$ cat config.mk
export PLATFORM = sky130hd
export DESIGN_NAME = subservient_uart_tx
export DESIGN_NICKNAME = d
export VERILOG_FILES = /design/src/rtl/subservient_uart_pkg.sv /design/src/rtl/subservient_uart_fifo.sv /design/src/rtl/subservient_uart_tx.sv
export SDC_FILE = /design/constraint.sdc
export NUM_CORES = 1
export LEC_CHECK = 0
export CAP_MARGIN = 20
export CORE_ASPECT_RATIO = 1.75
export CORE_MARGIN = 1.5
export CORE_UTILIZATION = 64
export DETAILED_ROUTE_END_ITERATION = 10
export DONT_BUFFER_PORTS = 1
export PLACE_DENSITY_LB_ADDON = 0.08
export SKIP_LAST_GASP = 1
export SLEW_MARGIN = 5
export SYNTH_ARGS = -nofsm -noshare
export SYNTH_HDL_FRONTEND = slang
export SYNTH_HIERARCHICAL = 1
export SYNTH_SLANG_ARGS = --single-unit
$ cat constraint.sdc
create_clock -name i_clk -period 4 [get_ports i_clk]
set_clock_uncertainty 0.05 [all_clocks]
set_input_delay 0.8 -clock i_clk [delete_from_list [all_inputs] [get_ports i_clk]]
set_output_delay 0.8 -clock i_clk [all_outputs]
set_load 0.01 [all_outputs]
$ cat src/rtl/subservient_uart_pkg.sv
// Shared definitions for the subservient UART transmitter: FSM encoding and 8N1 frame constants.
package subservient_uart_pkg;

    typedef enum logic [1:0] {
        ST_IDLE  = 2'd0,
        ST_START = 2'd1,
        ST_DATA  = 2'd2,
        ST_STOP  = 2'd3
    } uart_state_e;

    localparam int UART_DATA_BITS  = 8;
    localparam int UART_FRAME_BITS = 10;

    localparam logic [2:0] LAST_BIT_IDX = 3'(UART_DATA_BITS - 1);

endpackage

$ cat src/rtl/subservient_uart_fifo.sv
// Small synchronous byte FIFO; pointers carry one extra wrap bit to tell full from empty.
module subservient_uart_fifo #(
    parameter int FIFO_AW = 2
) (
    input  logic       i_clk,
    input  logic       i_rst_n,
    input  logic       i_push,
    input  logic [7:0] i_data,
    input  logic       i_pop,
    output logic       o_full,
    output logic       o_empty,
    output logic [7:0] o_data
);

    localparam int DEPTH = 1 << FIFO_AW;
    localparam logic [FIFO_AW:0] PTR_ONE = 1;

    logic [7:0]       mem_q [DEPTH];
    logic [FIFO_AW:0] wr_ptr_q;
    logic [FIFO_AW:0] rd_ptr_q;
    logic             do_push;
    logic             do_pop;

    assign o_empty = (wr_ptr_q == rd_ptr_q);
    assign o_full  = (wr_ptr_q[FIFO_AW] != rd_ptr_q[FIFO_AW]) &&
                     (wr_ptr_q[FIFO_AW-1:0] == rd_ptr_q[FIFO_AW-1:0]);
    assign do_push = i_push & ~o_full;
    assign do_pop  = i_pop & ~o_empty;
    assign o_data  = mem_q[rd_ptr_q[FIFO_AW-1:0]];

    always_ff @(posedge i_clk or negedge i_rst_n) begin
        if (!i_rst_n) begin
            wr_ptr_q <= '0;
            rd_ptr_q <= '0;
        end else begin
            if (do_push) wr_ptr_q <= wr_ptr_q + PTR_ONE;
            if (do_pop)  rd_ptr_q <= rd_ptr_q + PTR_ONE;
        end
    end

    // Storage needs no reset: entries are only read once the pointers say they were written.
    always_ff @(posedge i_clk) begin
        if (do_push) mem_q[wr_ptr_q[FIFO_AW-1:0]] <= i_data;
    end

endmodule

$ cat src/rtl/subservient_uart_tx.sv
// 8N1 UART transmitter: FIFO-buffered bytes are serialized LSB-first with a per-frame sampled bit period.
module subservient_uart_tx
    import subservient_uart_pkg::*;
#(
    parameter int FIFO_AW = 2,
    parameter int DIV_W   = 16
) (
    input  logic             i_clk,
    input  logic             i_rst_n,
    input  logic [DIV_W-1:0] i_div,
    input  logic [7:0]       i_data,
    input  logic             i_valid,
    output logic             o_ready,
    output logic             o_tx,
    output logic             o_busy
);

    uart_state_e      state_q, state_d;
    logic [DIV_W-1:0] cnt_q, cnt_d;
    logic [DIV_W-1:0] div_q, div_d;
    logic [2:0]       bit_q, bit_d;
    logic [7:0]       shreg_q, shreg_d;
    logic             tx_q, tx_d;

    logic             fifo_full;
    logic             fifo_empty;
    logic [7:0]       fifo_head;
    logic             push;
    logic             pop;
    logic             tick;
    logic             load;
    logic [DIV_W-1:0] div_eff;

    assign push    = i_valid & ~fifo_full;
    assign tick    = (cnt_q == '0);
    assign div_eff = (i_div == '0) ? DIV_W'(1) : i_div;
    assign load    = ~fifo_empty && ((state_q == ST_IDLE) || (state_q == ST_STOP && tick));

    assign o_ready = ~fifo_full;
    assign o_tx    = tx_q;
    assign o_busy  = (state_q != ST_IDLE) || ~fifo_empty;

    subservient_uart_fifo #(
        .FIFO_AW (FIFO_AW)
    ) u_fifo (
        .i_clk   (i_clk),
        .i_rst_n (i_rst_n),
        .i_push  (push),
        .i_data  (i_data),
        .i_pop   (pop),
        .o_full  (fifo_full),
        .o_empty (fifo_empty),
        .o_data  (fifo_head)
    );

    always_ff @(posedge i_clk or negedge i_rst_n) begin
        if (!i_rst_n) begin
            state_q <= ST_IDLE;
            cnt_q   <= '0;
            div_q   <= '0;
            bit_q   <= '0;
            shreg_q <= '0;
            tx_q    <= 1'b1;
        end else begin
            state_q <= state_d;
            cnt_q   <= cnt_d;
            div_q   <= div_d;
            bit_q   <= bit_d;
            shreg_q <= shreg_d;
            tx_q    <= tx_d;
        end
    end

    always_comb begin
        state_d = state_q;
        unique case (state_q)
            ST_IDLE:  if (!fifo_empty) state_d = ST_START;
            ST_START: if (tick) state_d = ST_DATA;
            ST_DATA:  if (tick && bit_q == LAST_BIT_IDX) state_d = ST_STOP;
            ST_STOP:  if (tick) state_d = fifo_empty ? ST_IDLE : ST_START;
            default:  state_d = ST_IDLE;
        endcase
    end

    // Datapath: a load re-samples the divisor; every other bit boundary reuses the latched one.
    always_comb begin
        pop     = 1'b0;
        cnt_d   = cnt_q;
        div_d   = div_q;
        bit_d   = bit_q;
        shreg_d = shreg_q;
        tx_d    = tx_q;
        if (load) begin
            pop     = 1'b1;
            shreg_d = fifo_head;
            div_d   = div_eff;
            cnt_d   = div_eff - DIV_W'(1);
            bit_d   = '0;
            tx_d    = 1'b0;
        end else if (state_q != ST_IDLE) begin
            if (tick) begin
                cnt_d = div_q - DIV_W'(1);
                unique case (state_q)
                    ST_START: begin
                        tx_d    = shreg_q[0];
                        shreg_d = shreg_q >> 1;
                    end
                    ST_DATA: begin
                        bit_d = bit_q + 3'd1;
                        if (bit_q == LAST_BIT_IDX) begin
                            tx_d = 1'b1;
                        end else begin
                            tx_d    = shreg_q[0];
                            shreg_d = shreg_q >> 1;
                        end
                    end
                    default: tx_d = 1'b1;
                endcase
            end else begin
                cnt_d = cnt_q - DIV_W'(1);
            end
        end
    end

endmodule

After elaboration in Yosys (flattened, before gate mapping)
Memory sizes are Yosys's and may differ from the RTL's. Index checks and enable logic that the tools add are counted.

Add/sub/neg operators: 6. Multiply operators: 0. Div/mod/pow operators: 0. $lt $le $gt $ge: 0. Eq/ne operators: 12. Shift operators: 0. Mux-type cells: 27. Bitwise logic cells: 5. Reductions and logical operators: 18.

Operators by type and width (number): 16-bit two-way mux (4); 16-bit by 1-bit subtractor with 16-bit output (second input constant) (3); 16-bit zero test (2); 8-bit two-way mux (4); 8-bit one-hot mux with 2 select lines (1); 3-bit two-way mux (4); 3-bit by 1-bit adder with 3-bit output (second input constant) (3); 1-bit two-way mux (8); 2-bit two-way mux (4); 2-bit != test (second input constant) (4); 2-bit one-hot mux with 4 select lines (1); 4-bit AND reduction (2); 2-bit nonzero test (4); 2-bit == test (second input constant) (2); 1-bit logical AND (4); 1-bit AND (3); 3-bit == test (1); 3-bit == test (second input constant) (1); 3-bit != test (second input constant) (1); 3-bit AND reduction (1); 3-bit nonzero test (1); 2-bit by 1-bit == test with 1-bit output (second input constant) (1); 2-bit == test (1); 2-bit zero test (1); 5 further kinds (7).

Register bits after elaboration: 52. Bits in latches: 0. Bits in writable memories: 32. ROM bits: 0. Output and inout port bits: 3. Memories kept: 1.

Memory list: u_fifo.mem_q (depth 4, bits a word 8, rd ports 1, clocked after memory_dff 0, write ports 1, RTL line subservient_uart_fifo.sv:18) `logic [7:0] mem_q [DEPTH];`.

Depth between registers and ports, before layout
Depth in word-level cells: 7. Depth in mapped cells: 16. Mapped depth without buffers: 12.

By module
Netlist, hierarchy kept.

Modules (own cells, without submodules): subservient_uart_tx (times used 1, cells each 360, area each 2877.8 um2); subservient_uart_fifo (times used 1, cells each 90, area each 1629.1 um2).

Worst setup path before layout
No wires, ideal clock.

Path kind: reg-to-reg. Start point: register u_fifo.rd_ptr_q[0]. End point: register cnt_q[12]. Setup time: 69 ps. Data arrival time: 3414 ps. Data required time: 3881 ps. Setup slack: 467 ps. Cell stages (with the launch flop): 17. Path buffers: 4. Clock period less this slack: 3533 ps. Cells stage by stage: dfrtp_1 buf_6 xor2_2 nor3_1 nor2b_1 buf_2 a31oi_4 bufinv_8 clkbuf_1 clkbuf_1 nand2_1 o21a_1 ha_1 a21boi_1 nand4_1 or3_1 nand3_1.

Longest elaborated chain between the ends: 4. Elaborated cells on any way between the ends: 5. Those cells by class: eq/ne (1); mux (1); bitwise (1); reduce/logical (2).

RTL lines: from (decl) (RTL line subservient_uart_fifo.sv:20) `logic [FIFO_AW:0] rd_ptr_q;`; from (signal assigned) (RTL line subservient_uart_fifo.sv:37) `if (do_pop) rd_ptr_q <= rd_ptr_q + PTR_ONE;`; 3-bit == test * (RTL line subservient_uart_fifo.sv:24) `assign o_empty = (wr_ptr_q == rd_ptr_q);`; net fifo_empty (RTL line subservient_uart_tx.sv:26) `logic fifo_empty;`; 1-bit inverter * (RTL line subservient_uart_tx.sv:37) `assign load = ~fifo_empty && ((state_q == ST_IDLE) || (state_q == ST_STOP && tick));`; 1-bit logical AND * (RTL line subservient_uart_tx.sv:37); 16-bit two-way mux or 2-bit nonzero test (tied branches); to (signal assigned) (RTL line subservient_uart_tx.sv:66) `cnt_q <= cnt_d;`; to (decl) (RTL line subservient_uart_tx.sv:19) `logic [DIV_W-1:0] cnt_q, cnt_d;`.

Mark *: on every way through the listed nets, which the timed path passes. The rest lies on a longest branch. A chain may end at the register's enable or synchronous reset.

Final worst setup path
Start point: register u_fifo.wr_ptr_q[1]. End point: register cnt_q[15].

Longest elaborated chain between the ends: 4. Elaborated cells on any way between the ends: 5. Those cells by class: eq/ne (1); mux (1); bitwise (1); reduce/logical (2).

RTL lines: from (decl) (RTL line subservient_uart_fifo.sv:19) `logic [FIFO_AW:0] wr_ptr_q;`; from (signal assigned) (RTL line subservient_uart_fifo.sv:36) `if (do_push) wr_ptr_q <= wr_ptr_q + PTR_ONE;`; 3-bit == test * (RTL line subservient_uart_fifo.sv:24); net fifo_empty (RTL line subservient_uart_tx.sv:26); 1-bit inverter * (RTL line subservient_uart_tx.sv:37); 1-bit logical AND * (RTL line subservient_uart_tx.sv:37); 16-bit two-way mux or 2-bit nonzero test (tied branches).

Marks and branches as above.

==> results.json <==
{
  "core_um2": 6860,
  "power_density_nw_per_um2": 878,
  "gp_congestion": 0.928,
  "pwr-share-comb": 0.455,
  "final_nets": 489,
  "grt.total_usage": 0.285,
  "finalSetupTns_ns": 0,
  "critical_path.startpoint_type": "flip-flop",
  "finalCriticalPeriod_ns": 3.60,
  "clockBufferDepth": 2,
  "final_cell_mix": "89 x nand2_1, 51 x dfrtp_1, 46 x nor2_1",
  "layout_commonest_cell": "nand2_1",
  "grt_pass1_wl_mm": 16.0,
  "hold_viol_final": 0,
  "clk_latency_ns": 0.34,
  "vdd_drop_max_uv": 520,
  "final_area_um2": 4880,
  "post_cts_resize_count": 0,
  "diodes": 0,
  "globalRoute.totalOverflow": 0,
  "worstRegToRegCells": 10,
  "synth-edff-count": 32,
  "avgSynthCellArea_um2": 10.0,
  "rsz0062_at_grt": "false",
  "syn_inst": 450,
  "num_rows": 40,
  "drc": 0,
  "power.total_uw": 4290,
  "p_sw_uw": 1790,
  "hp-class": "in -> async",
  "yosysSeqAreaShare": 0.502,
  "die_y_um": 114,
  "initial_core_util": 0.657,
  "viasPerCell": 6.21,
  "slew_viol_final": 0,
  "cts_hold_buf": 0,
  "grt_max_degree": 53,
  "synth_top_area_share": 0.283,
  "firstDrtPassIters": 6,
  "cts_tree": "done",
  "netlist_area_um2": 4510,
  "relSlewSlack": 0.425,
  "cap_violations": 0,
  "path_class": "reg -> reg",
  "drive_gt1_frac": 0.101,
  "drtIter0Drc": 258,
  "numCtsBuffers": 9,
  "critPathRequiredTime_ns": 4.21,
  "p_leak_uw": 0.00193,
  "cts-root-buf": "clkbuf_16",
  "die_w_um": 66.4,
  "r2r_end": "cnt_q[15]",
  "whs_ns": 0.0983,
  "htreeDepth": 3,
  "r2r_slack_ns": 0.40,
  "synth_area_leader_cell": "dfrtp_1",
  "clock-sinks": 84,
  "sequentialPowerShare": 0.348,
  "synth.area.top_cells": "dfrtp_1 28%, edfxtp_1 21%, nand2_1 7.4%",
  "cp-end-kind": "flip-flop",
  "timing.fmax_mhz": 278,
  "ant_nets": 0,
  "critPathMaxFanout": 32,
  "worstPathArrival_ns": 3.81,
  "power_frac_clock": 0.197,
  "postPlaceCellArea_um2": 4580,
  "period_share": 0.900,
  "ys.flop_type": "dfrtp_1",
  "tightest_slew_ns": 0.861,
  "setup_viol": 0,
  "grt_pass1_vias": 3385,
  "routedWlPerCell_um": 18.3,
  "clkTransAtPathRegs_ns": 0.06,
  "portBuffers": 0,
  "cts_setup_buffers": 0,
  "antenna_found_initial": 0,
  "syn_nets": 490,
  "reg2reg_from": "u_fifo/wr_ptr_q[1]",
  "dp_hpwl_mm": 7.16,
  "top_level_ports": 30,
  "switching_share": 0.417,
  "ys_warn_count": 6,
  "yosysUniqueCellTypes": 54,
  "wl_mm": 9.87,
  "dieArea_um2": 7570,
  "fin_util": 0.712,
  "status": "finished clean",
  "p_int_uw": 2500,
  "ys_async_sr_fraction": 0.619,
  "syn2layout_area_growth_pct": 8.30,
  "vias": 3339,
  "ys_ff_latch": 84
}
worst max-delay path by stage:
stage                            start         to  depth (start not counted)
floorplan           u_fifo/rd_ptr_q[0]  cnt_q[12]                         16
global placement    u_fifo/wr_ptr_q[2]  cnt_q[15]                         10
detailed placement  u_fifo/wr_ptr_q[2]  cnt_q[15]                         10
CTS                 u_fifo/wr_ptr_q[2]  cnt_q[15]                         10
global route        u_fifo/wr_ptr_q[0]  cnt_q[14]                         13
finish              u_fifo/wr_ptr_q[1]  cnt_q[15]                         10
state kept, by name, summed over array words and instances (netlist names):
register / flops
div_q: 16
u_fifo/mem_q: 32
u_fifo/wr_ptr_q: 3
state_q: 2
u_fifo/rd_ptr_q: 3
o_tx: 1
cnt_q: 16
bit_q: 3
shreg_q: 8
layer usage:
layer,wire length [µm],global-route usage,part of all wire
met1,3650,0.315,0.37
met2,5250,0.495,0.53
met3,578,0.0611,0.059
met4,389,0.156,0.039
met5,0,0,0
synthesized netlist by cell type (all sizes together), types with 2 or more instances:
| cell | n |
|---|---|
| edfxtp | 32 |
| or2 | 2 |
| a221o | 2 |
| a211oi | 3 |
| nand2 | 89 |
| o21a | 3 |
| o21ai | 24 |
| o32ai | 3 |
| a31oi | 12 |
| mux4 | 8 |
| xor2 | 6 |
| a21oi | 24 |
| and3 | 4 |
| a32o | 2 |
| buf | 8 |
| nand3 | 13 |
| nor3 | 18 |
| a21boi | 2 |
| o31ai | 17 |
| ha | 13 |
| clkbuf | 13 |
| and2 | 2 |
| xnor2 | 10 |
| inv | 8 |
| nor2b | 3 |
| nand2b | 5 |
| dfrtp | 51 |
| nand4 | 4 |
| nor2 | 46 |
| a22oi | 2 |
| nor4 | 7 |
final cells by class:
type                            instances  area [µm²]
Sequential cell                        84        2260
Multi-Input combinational cell        335        2090
Fill cell                             496        1980
Clock buffer                            9         225
Tap cell                               84         105
Clock inverter                          7        80.1
Timing Repair Buffer                    9        67.6
Inverter                               10        51.3
stage by stage:
step | worst slack, ns | instances
after floorplan | 0.467 | 450
after global placement | 0.514 | 522
after detailed placement | 0.417 | 522
after CTS | 0.406 | 538
after global routing | 0.0798 | 538
final | 0.400 | 538
worst max-delay path: stages (launching register included):
cell and delay, ns:
dfrtp_1 0.48, xor2_1 0.31, nor3_1 0.17, nor2b_1 0.70
a31oi_4 0.05, bufinv_8 0.26, buf_4 0.33, a32o_2 0.30
nand4_4 0.15, or4_1 0.53, a31oi_1 0.17
cell families (layout without fill, tap and decap cells):
logic type | count (synthesis) | after routing | synth area share
AO/OA/AOI/OAI | 100 | 100 | 0.150
XOR/XNOR | 16 | 16 | 0.0344
adder cells (fa/ha/maj) | 13 | 13 | 0.0361
buffers and inverters | 31 | 35 | 0.0344
flip-flops | 84 | 84 | 0.502
multiplexers | 9 | 9 | 0.0450
AND/OR/NAND/NOR | 197 | 197 | 0.198
power by group through the flow:
stage / Sequential (µW) / Clock [µW] / Combinational (µW)
5_1_grt: 1520 / 894 / 2200
4_1_cts: 1480 / 861 / 1950
2_1_floorplan: 1420 / 0 / 1590
3_5_place_dp: 1500 / 0 / 1940
6_report: 1490 / 844 / 1950
3_3_place_gp: 1490 / 0 / 1910
(Power assumes the default switching activity.)
